**src/rtl/sm83_pkg.sv**
```systemverilog
// Shared types and address map for the SM83 test-memory path.
package sm83_pkg;

    typedef logic [15:0] addr_t;
    typedef logic [7:0]  data_t;

    typedef enum logic [1:0] {
        IDLE  = 2'd0,
        START = 2'd1,
        XFER  = 2'd2
    } dma_state_t;

    localparam addr_t DMA_REG_ADDR = 16'hFF46;
    localparam addr_t OAM_BASE     = 16'hFE00;
    localparam addr_t HRAM_BASE    = 16'hFF80;

endpackage

```
**src/rtl/oam_dma_seq.sv**
```systemverilog
// OAM DMA sequencer: start delay, per-byte phase counter and byte index.
// xfer/active are registered so they line up with the current phase/idx state.
module oam_dma_seq
    import sm83_pkg::*;
#(
    parameter int CYCLES_PER_BYTE = 4,
    parameter int DMA_LEN         = 160
) (
    input  logic  clk,
    input  logic  rst,
    input  logic  start,
    input  data_t start_src,
    output logic  xfer,
    output addr_t idx,
    output data_t src_hi,
    output logic  active
);

    localparam int PH_W = $clog2(CYCLES_PER_BYTE);
    localparam logic [PH_W-1:0] PH_LAST = PH_W'(CYCLES_PER_BYTE - 1);
    localparam addr_t IDX_LAST = addr_t'(DMA_LEN - 1);

    dma_state_t      state_q, state_d;
    logic [PH_W-1:0] phase_q, phase_d;
    addr_t           idx_q, idx_d;
    data_t           src_hi_q, src_hi_d;
    logic            xfer_q, xfer_d;
    logic            active_q, active_d;

    always_comb begin
        state_d  = state_q;
        phase_d  = phase_q;
        idx_d    = idx_q;
        src_hi_d = src_hi_q;
        case (state_q)
            IDLE: ;
            START: begin
                if (phase_q == PH_LAST) begin
                    state_d = XFER;
                    phase_d = '0;
                    idx_d   = '0;
                end else begin
                    phase_d = phase_q + PH_W'(1);
                end
            end
            XFER: begin
                if (phase_q == PH_LAST) begin
                    phase_d = '0;
                    if (idx_q == IDX_LAST) begin
                        state_d = IDLE;
                        idx_d   = '0;
                    end else begin
                        idx_d = idx_q + 16'd1;
                    end
                end else begin
                    phase_d = phase_q + PH_W'(1);
                end
            end
            default: state_d = IDLE;
        endcase
        // A register write restarts from scratch, whatever the state.
        if (start) begin
            src_hi_d = start_src;
            state_d  = START;
            phase_d  = '0;
            idx_d    = '0;
        end
        xfer_d   = (state_d == XFER) && (phase_d == PH_LAST);
        active_d = (state_d != IDLE);
    end

    always_ff @(posedge clk) begin
        if (rst) begin
            state_q  <= IDLE;
            phase_q  <= '0;
            idx_q    <= '0;
            src_hi_q <= 8'h00;
            xfer_q   <= 1'b0;
            active_q <= 1'b0;
        end else begin
            state_q  <= state_d;
            phase_q  <= phase_d;
            idx_q    <= idx_d;
            src_hi_q <= src_hi_d;
            xfer_q   <= xfer_d;
            active_q <= active_d;
        end
    end

    assign xfer   = xfer_q;
    assign idx    = idx_q;
    assign src_hi = src_hi_q;
    assign active = active_q;

endmodule

```
**src/rtl/mem_bus_arbiter.sv**
```systemverilog
// Shares the test-memory port pair between the CPU bus and the OAM DMA copy.
// Optional macro DMA_BUS_CONFLICT_EN blocks CPU accesses below HRAM while DMA runs.
module mem_bus_arbiter
    import sm83_pkg::*;
#(
    parameter int CYCLES_PER_BYTE = 4,
    parameter int DMA_LEN         = 160
) (
    input  logic  clk,
    input  logic  rst,
    input  addr_t cpu_addr,
    input  logic  cpu_rd,
    input  logic  cpu_wr,
    input  data_t cpu_wdata,
    output data_t cpu_rdata,
    output logic  cpu_stall,
    output addr_t mem_r_addr,
    input  data_t mem_r_data,
    output addr_t mem_w_addr,
    output data_t mem_w_data,
    output logic  mem_wen,
    output logic  dma_active
);

    logic  xfer, active, dma_hit, rd_req, blocked, seq_start;
    addr_t idx;
    data_t src_hi;

    assign dma_hit = (cpu_addr == DMA_REG_ADDR);
    assign rd_req  = cpu_rd && !cpu_wr;

`ifdef DMA_BUS_CONFLICT_EN
    assign blocked = active && (cpu_addr < HRAM_BASE) && !dma_hit;
`else
    assign blocked = 1'b0;
`endif

    // A register write landing on a transfer cycle is stalled and retried.
    assign seq_start = cpu_wr && dma_hit && !xfer;

    oam_dma_seq #(
        .CYCLES_PER_BYTE(CYCLES_PER_BYTE),
        .DMA_LEN        (DMA_LEN)
    ) u_seq (
        .clk      (clk),
        .rst      (rst),
        .start    (seq_start),
        .start_src(cpu_wdata),
        .xfer     (xfer),
        .idx      (idx),
        .src_hi   (src_hi),
        .active   (active)
    );

    always_comb begin
        mem_r_addr = cpu_addr;
        mem_w_addr = cpu_addr;
        mem_w_data = cpu_wdata;
        mem_wen    = cpu_wr && !dma_hit && !blocked;
        cpu_stall  = 1'b0;
        if (dma_hit)
            cpu_rdata = src_hi;
        else if (blocked || !rd_req)
            cpu_rdata = 8'hFF;
        else
            cpu_rdata = mem_r_data;
        if (xfer) begin
            mem_r_addr = {src_hi, idx[7:0]};
            mem_w_addr = OAM_BASE + idx;
            mem_w_data = mem_r_data;
            mem_wen    = 1'b1;
            cpu_stall  = 1'b1;
        end
    end

    assign dma_active = active;

endmodule
```
**config.mk**
```make
export PLATFORM = sky130hd
export DESIGN_NAME = mem_bus_arbiter
export DESIGN_NICKNAME = d
export VERILOG_FILES = /design/src/rtl/sm83_pkg.sv /design/src/rtl/oam_dma_seq.sv /design/src/rtl/mem_bus_arbiter.sv
export SDC_FILE = /design/constraint.sdc
export NUM_CORES = 1
export LEC_CHECK = 0
export BUFFER_PORTS_ARGS = -buffer_cell sky130_fd_sc_hd__buf_2
export CORE_MARGIN = 2
export CORE_UTILIZATION = 44
export DETAILED_ROUTE_END_ITERATION = 10
export PLACE_DENSITY = 0.77
export SYNTH_ARGS = -nofsm -noshare
export SYNTH_HDL_FRONTEND = slang
export SYNTH_SLANG_ARGS = --single-unit
```
**constraint.sdc**
```tcl
create_clock -name clk -period 2.06 [get_ports clk]
set_input_delay 0.103 -clock clk [delete_from_list [all_inputs] [get_ports clk]]
set_output_delay 0.103 -clock clk [all_outputs]
set_load 0.02 [all_outputs]
```
==> impl_summary.log <==
[metrics] final antenna-violating net count: 0
[metrics] Longest Clk Path Bufs: 2
[metrics] final hold slack: 0.0838 ns
[metrics] initial antenna violation count: 0
[metrics] Die X: 74.4 µm
[metrics] element type at the critical path start: flip-flop
[metrics] headroom to the max-slew limit: 73.5%
[metrics] accumulated negative setup slack: 0 ns
[metrics] Total GRT Usage: 22.0%
[metrics] P&R area growth vs syn: 28.1%
[metrics] total CTS buffers: 5
[metrics] TritonCTS clock tree: yes
[metrics] FFs w/ async S/R, synth: 0%
[metrics] Crit. Startpoint: u_seq.state_q[1]
[metrics] outcome: finished, final reports clean
[metrics] DRC Markers: 0
[metrics] Congestion Overflow GR: 0
[metrics] Die Span Y: 74.4 µm
[metrics] via count of the first global-routing pass: ~2.0k
[metrics] number of flops mapped to enable cells by yosys: 0
[metrics] arrival time at the worst endpoint: 2.18 ns
[metrics] register bit total from synthesis: 30
[metrics] startpoint of the lowest-slack hold path: cpu_wdata[4]
[metrics] met1 Use GR: 26.7%
[metrics] most common cell after layout, fill and taps aside: sky130_fd_sc_hd__buf_2
[metrics] multi-input combinational cell area: ~0.0014 mm²
[metrics] Worst setup EP type: flip-flop
[metrics] worst r2r src: u_seq.state_q[1]
[metrics] Starting DRT DRC Count: 143
[metrics] global routing usage on met2: 38.7%
[metrics] sequential cell area fraction in the yosys report: 27.6%
[metrics] highest-count cells in the layout ignoring fill and taps: sky130_fd_sc_hd__buf_2, sky130_fd_sc_hd__nor2_1, sky130_fd_sc_hd__dfxtp_1, sky130_fd_sc_hd__a21oi_1, sky130_fd_sc_hd__mux2_2
[metrics] CP Class: flip-flop to flip-flop
[metrics] final layout net count: 406
[metrics] Skew-Pair Late Insertion Delay: 0.29 ns
[metrics] Clk pin slew, worst setup/hold paths: 0.06 ns
[metrics] floorplan die area: 0.00553 mm²
[metrics] number of standard cells after synthesis: 276
[metrics] final setup violation count: 0
[metrics] total wire length: 6.13 mm
[metrics] vias per inst: 5.40
[metrics] Leakage Power: 1.16 nW
[metrics] crit share post-route: 95.1%
[metrics] pin count of the biggest net entering global routing: 19
[metrics] area used by sequential logic in the layout: 603 µm²
[metrics] synthesized cell area: 0.00218 mm²
[metrics] Clock Skews: 0.00592 ns
[metrics] Final GP Congestion: 0.891
[metrics] DR WL/cell: around 14 µm
[metrics] Post-Syn Nets: 320
[metrics] busiest layer in global routing: met2
[metrics] sum of net half-perimeters after detailed placement: 4.72 mm
[metrics] Worst Hold Class: input pin to flip-flop
[metrics] Place WS: 0.00105 ns
[metrics] Boundary Pins: 87
[metrics] clock sinks: 30
[metrics] number of search-and-repair iterations in the first detailed-routing pass: 5
[metrics] Port-buffer cells: 86
[metrics] Slew Limit Fails: 0
[metrics] maximum level of the CTS H-tree: 2
[metrics] areal power density over the cells: 466 mW/mm²
[metrics] Unique masters post-synth: 44
[metrics] core region area: 0.00475 mm²
[metrics] worst endpoint required time: 2.28 ns
[metrics] post-route worst setup slack: 0.101 ns
[metrics] Fin. Hold Viols: 0
[metrics] post-CTS setup buffer count: 0
[metrics] time the final worst path needs with I/O delays and setup: between 1.5 and 2 ns
[metrics] number of synthesis warnings: 0
[metrics] vias after detailed routing: 2322
[metrics] wire length of the first global-routing pass: 9.29 mm
[metrics] cell at the root of the clock tree: sky130_fd_sc_hd__clkbuf_8
[metrics] Max-cap violations: 0
[metrics] synthesized area per cell: 7.89 µm²
[metrics] share of layout cells above drive strength 1: about 40%
[metrics] Placement Rows: 25
[metrics] top fanout value on the critical path: 5
[metrics] peak ir drop on the vdd network: 229 µV
[metrics] Inserted Diodes: 0
[metrics] number of filler cells placed in the layout: roughly 440
[metrics] maximum operating frequency: roughly 510 MHz
[metrics] met3 Track Usage GR: 4.20%
[metrics] RSZ-0062 raised after global routing: no
[metrics] dominant synthesized flop cell: sky130_fd_sc_hd__dfxtp_1
[metrics] Least-Margin Pin Slew: approximately 0.39 ns
[metrics] starting utilization of the core area: 45.8%
[cell usage after synthesis (all sizes together) (4+ instances only)]
master,n,share of area [%]
buf,11,4.0
o21ai,15,3.4
xnor2,6,2.4
nor3,12,2.8
or4,7,2.6
or3,4,1.1
nor4,4,1.4
inv,9,1.6
xor2,4,1.6
mux2,22,11
ha,8,4.6
dfxtp,30,28
nor2,34,6.1
nand3,14,3.2
nor2b,4,1.1
nand4,5,1.4
o31ai,6,2.1
nand2,21,3.6
clkbuf,11,1.9
a21oi,27,6.5
[per-stage QoR]
| stage | util (%) | instances | power (W) | cell area, µm² |
|---|---|---|---|---|
| global placement | 56.6 | 422 | 0.000821 | 2690 |
| floorplan | - | 276 | 0.000730 | 2180 |
| global route | 58.7 | 430 | 0.00135 | 2790 |
| detailed placement | 56.6 | 422 | 0.000824 | 2690 |
| finish | 58.7 | 430 | 0.00130 | 2790 |
| CTS | 58.6 | 430 | 0.00131 | 2780 |
[per-layer routing]
metal	wire length [µm]	up-vias	share of wire, %
met5	0	-	0
met4	87	0	1.4
met3	449	7	7.3
met2	2980	90	49
met1	2620	1066	43
li1	-	1159	-
[final timing paths]
| check | endpoint | slack, ns | cells past startpoint |
|---|---|---|---|
| max | u_seq.idx[10] | 0.10 | 7 |
| min | u_seq.src_hi[4] | 0.08 | 3 |
| min reg2reg | u_seq.src_hi[1] | 0.49 | 2 |
| max reg2reg | u_seq.idx[10] | 0.10 | 7 |
[registers in the layout, indices dropped and copies added, names as in the netlist]
name           cells
u_seq.xfer         1
u_seq.src_hi       8
u_seq.state_q      2
u_seq.phase_q      2
u_seq.active       1
u_seq.idx         16
[worst max-delay path, cell delays in order, from the launching register on]
cell	delay (ns)
sky130_fd_sc_hd__dfxtp_2	0.36
sky130_fd_sc_hd__inv_1	0.06
sky130_fd_sc_hd__ha_1	0.34
sky130_fd_sc_hd__nand2_1	0.10
sky130_fd_sc_hd__buf_4	0.16
sky130_fd_sc_hd__nor2_1	0.13
sky130_fd_sc_hd__or4b_2	0.59
sky130_fd_sc_hd__a21oi_1	0.15
[power by group]
part	internal, W	leakage [nW]	switching, W
Combinational	0.0000898	0.868	0.000141
Sequential	0.000580	0.243	0.00000000173
Clock	0.000269	0.0482	0.000220
Total	0.000939	1.16	0.000361
[area by class of cell]
type / count / share of cell area, %
inverter: 9 / 1.21
clock inverter: 1 / 0.179
timing repair buffer: 101 / 19.9
sequential: 30 / 21.6
multi-input combinational: 215 / 51.0
clock buffer: 7 / 3.09
tap: 67 / 3.00
[what timing repair did]
action / 4_1_cts / 5_1_grt
hold buffers: 0 / 0
gates resized for setup: 1 / 4
cloned: 0 / 0
endpoints found under the hold margin: 0 / 0
endpoints found under the setup margin: 1 / 2
[kinds of logic after synthesis]
family | after synthesis | synth area share [%]
AO/OA/AOI/OAI | 57 | 16.2
XOR/XNOR | 10 | 4.02
adder cells (fa/ha/maj) | 8 | 4.60
buffers and inverters | 31 | 7.47
flip-flops | 30 | 27.6
multiplexers | 23 | 11.8
AND/OR/NAND/NOR | 117 | 28.3
Power figures use the tool's default switching activity.
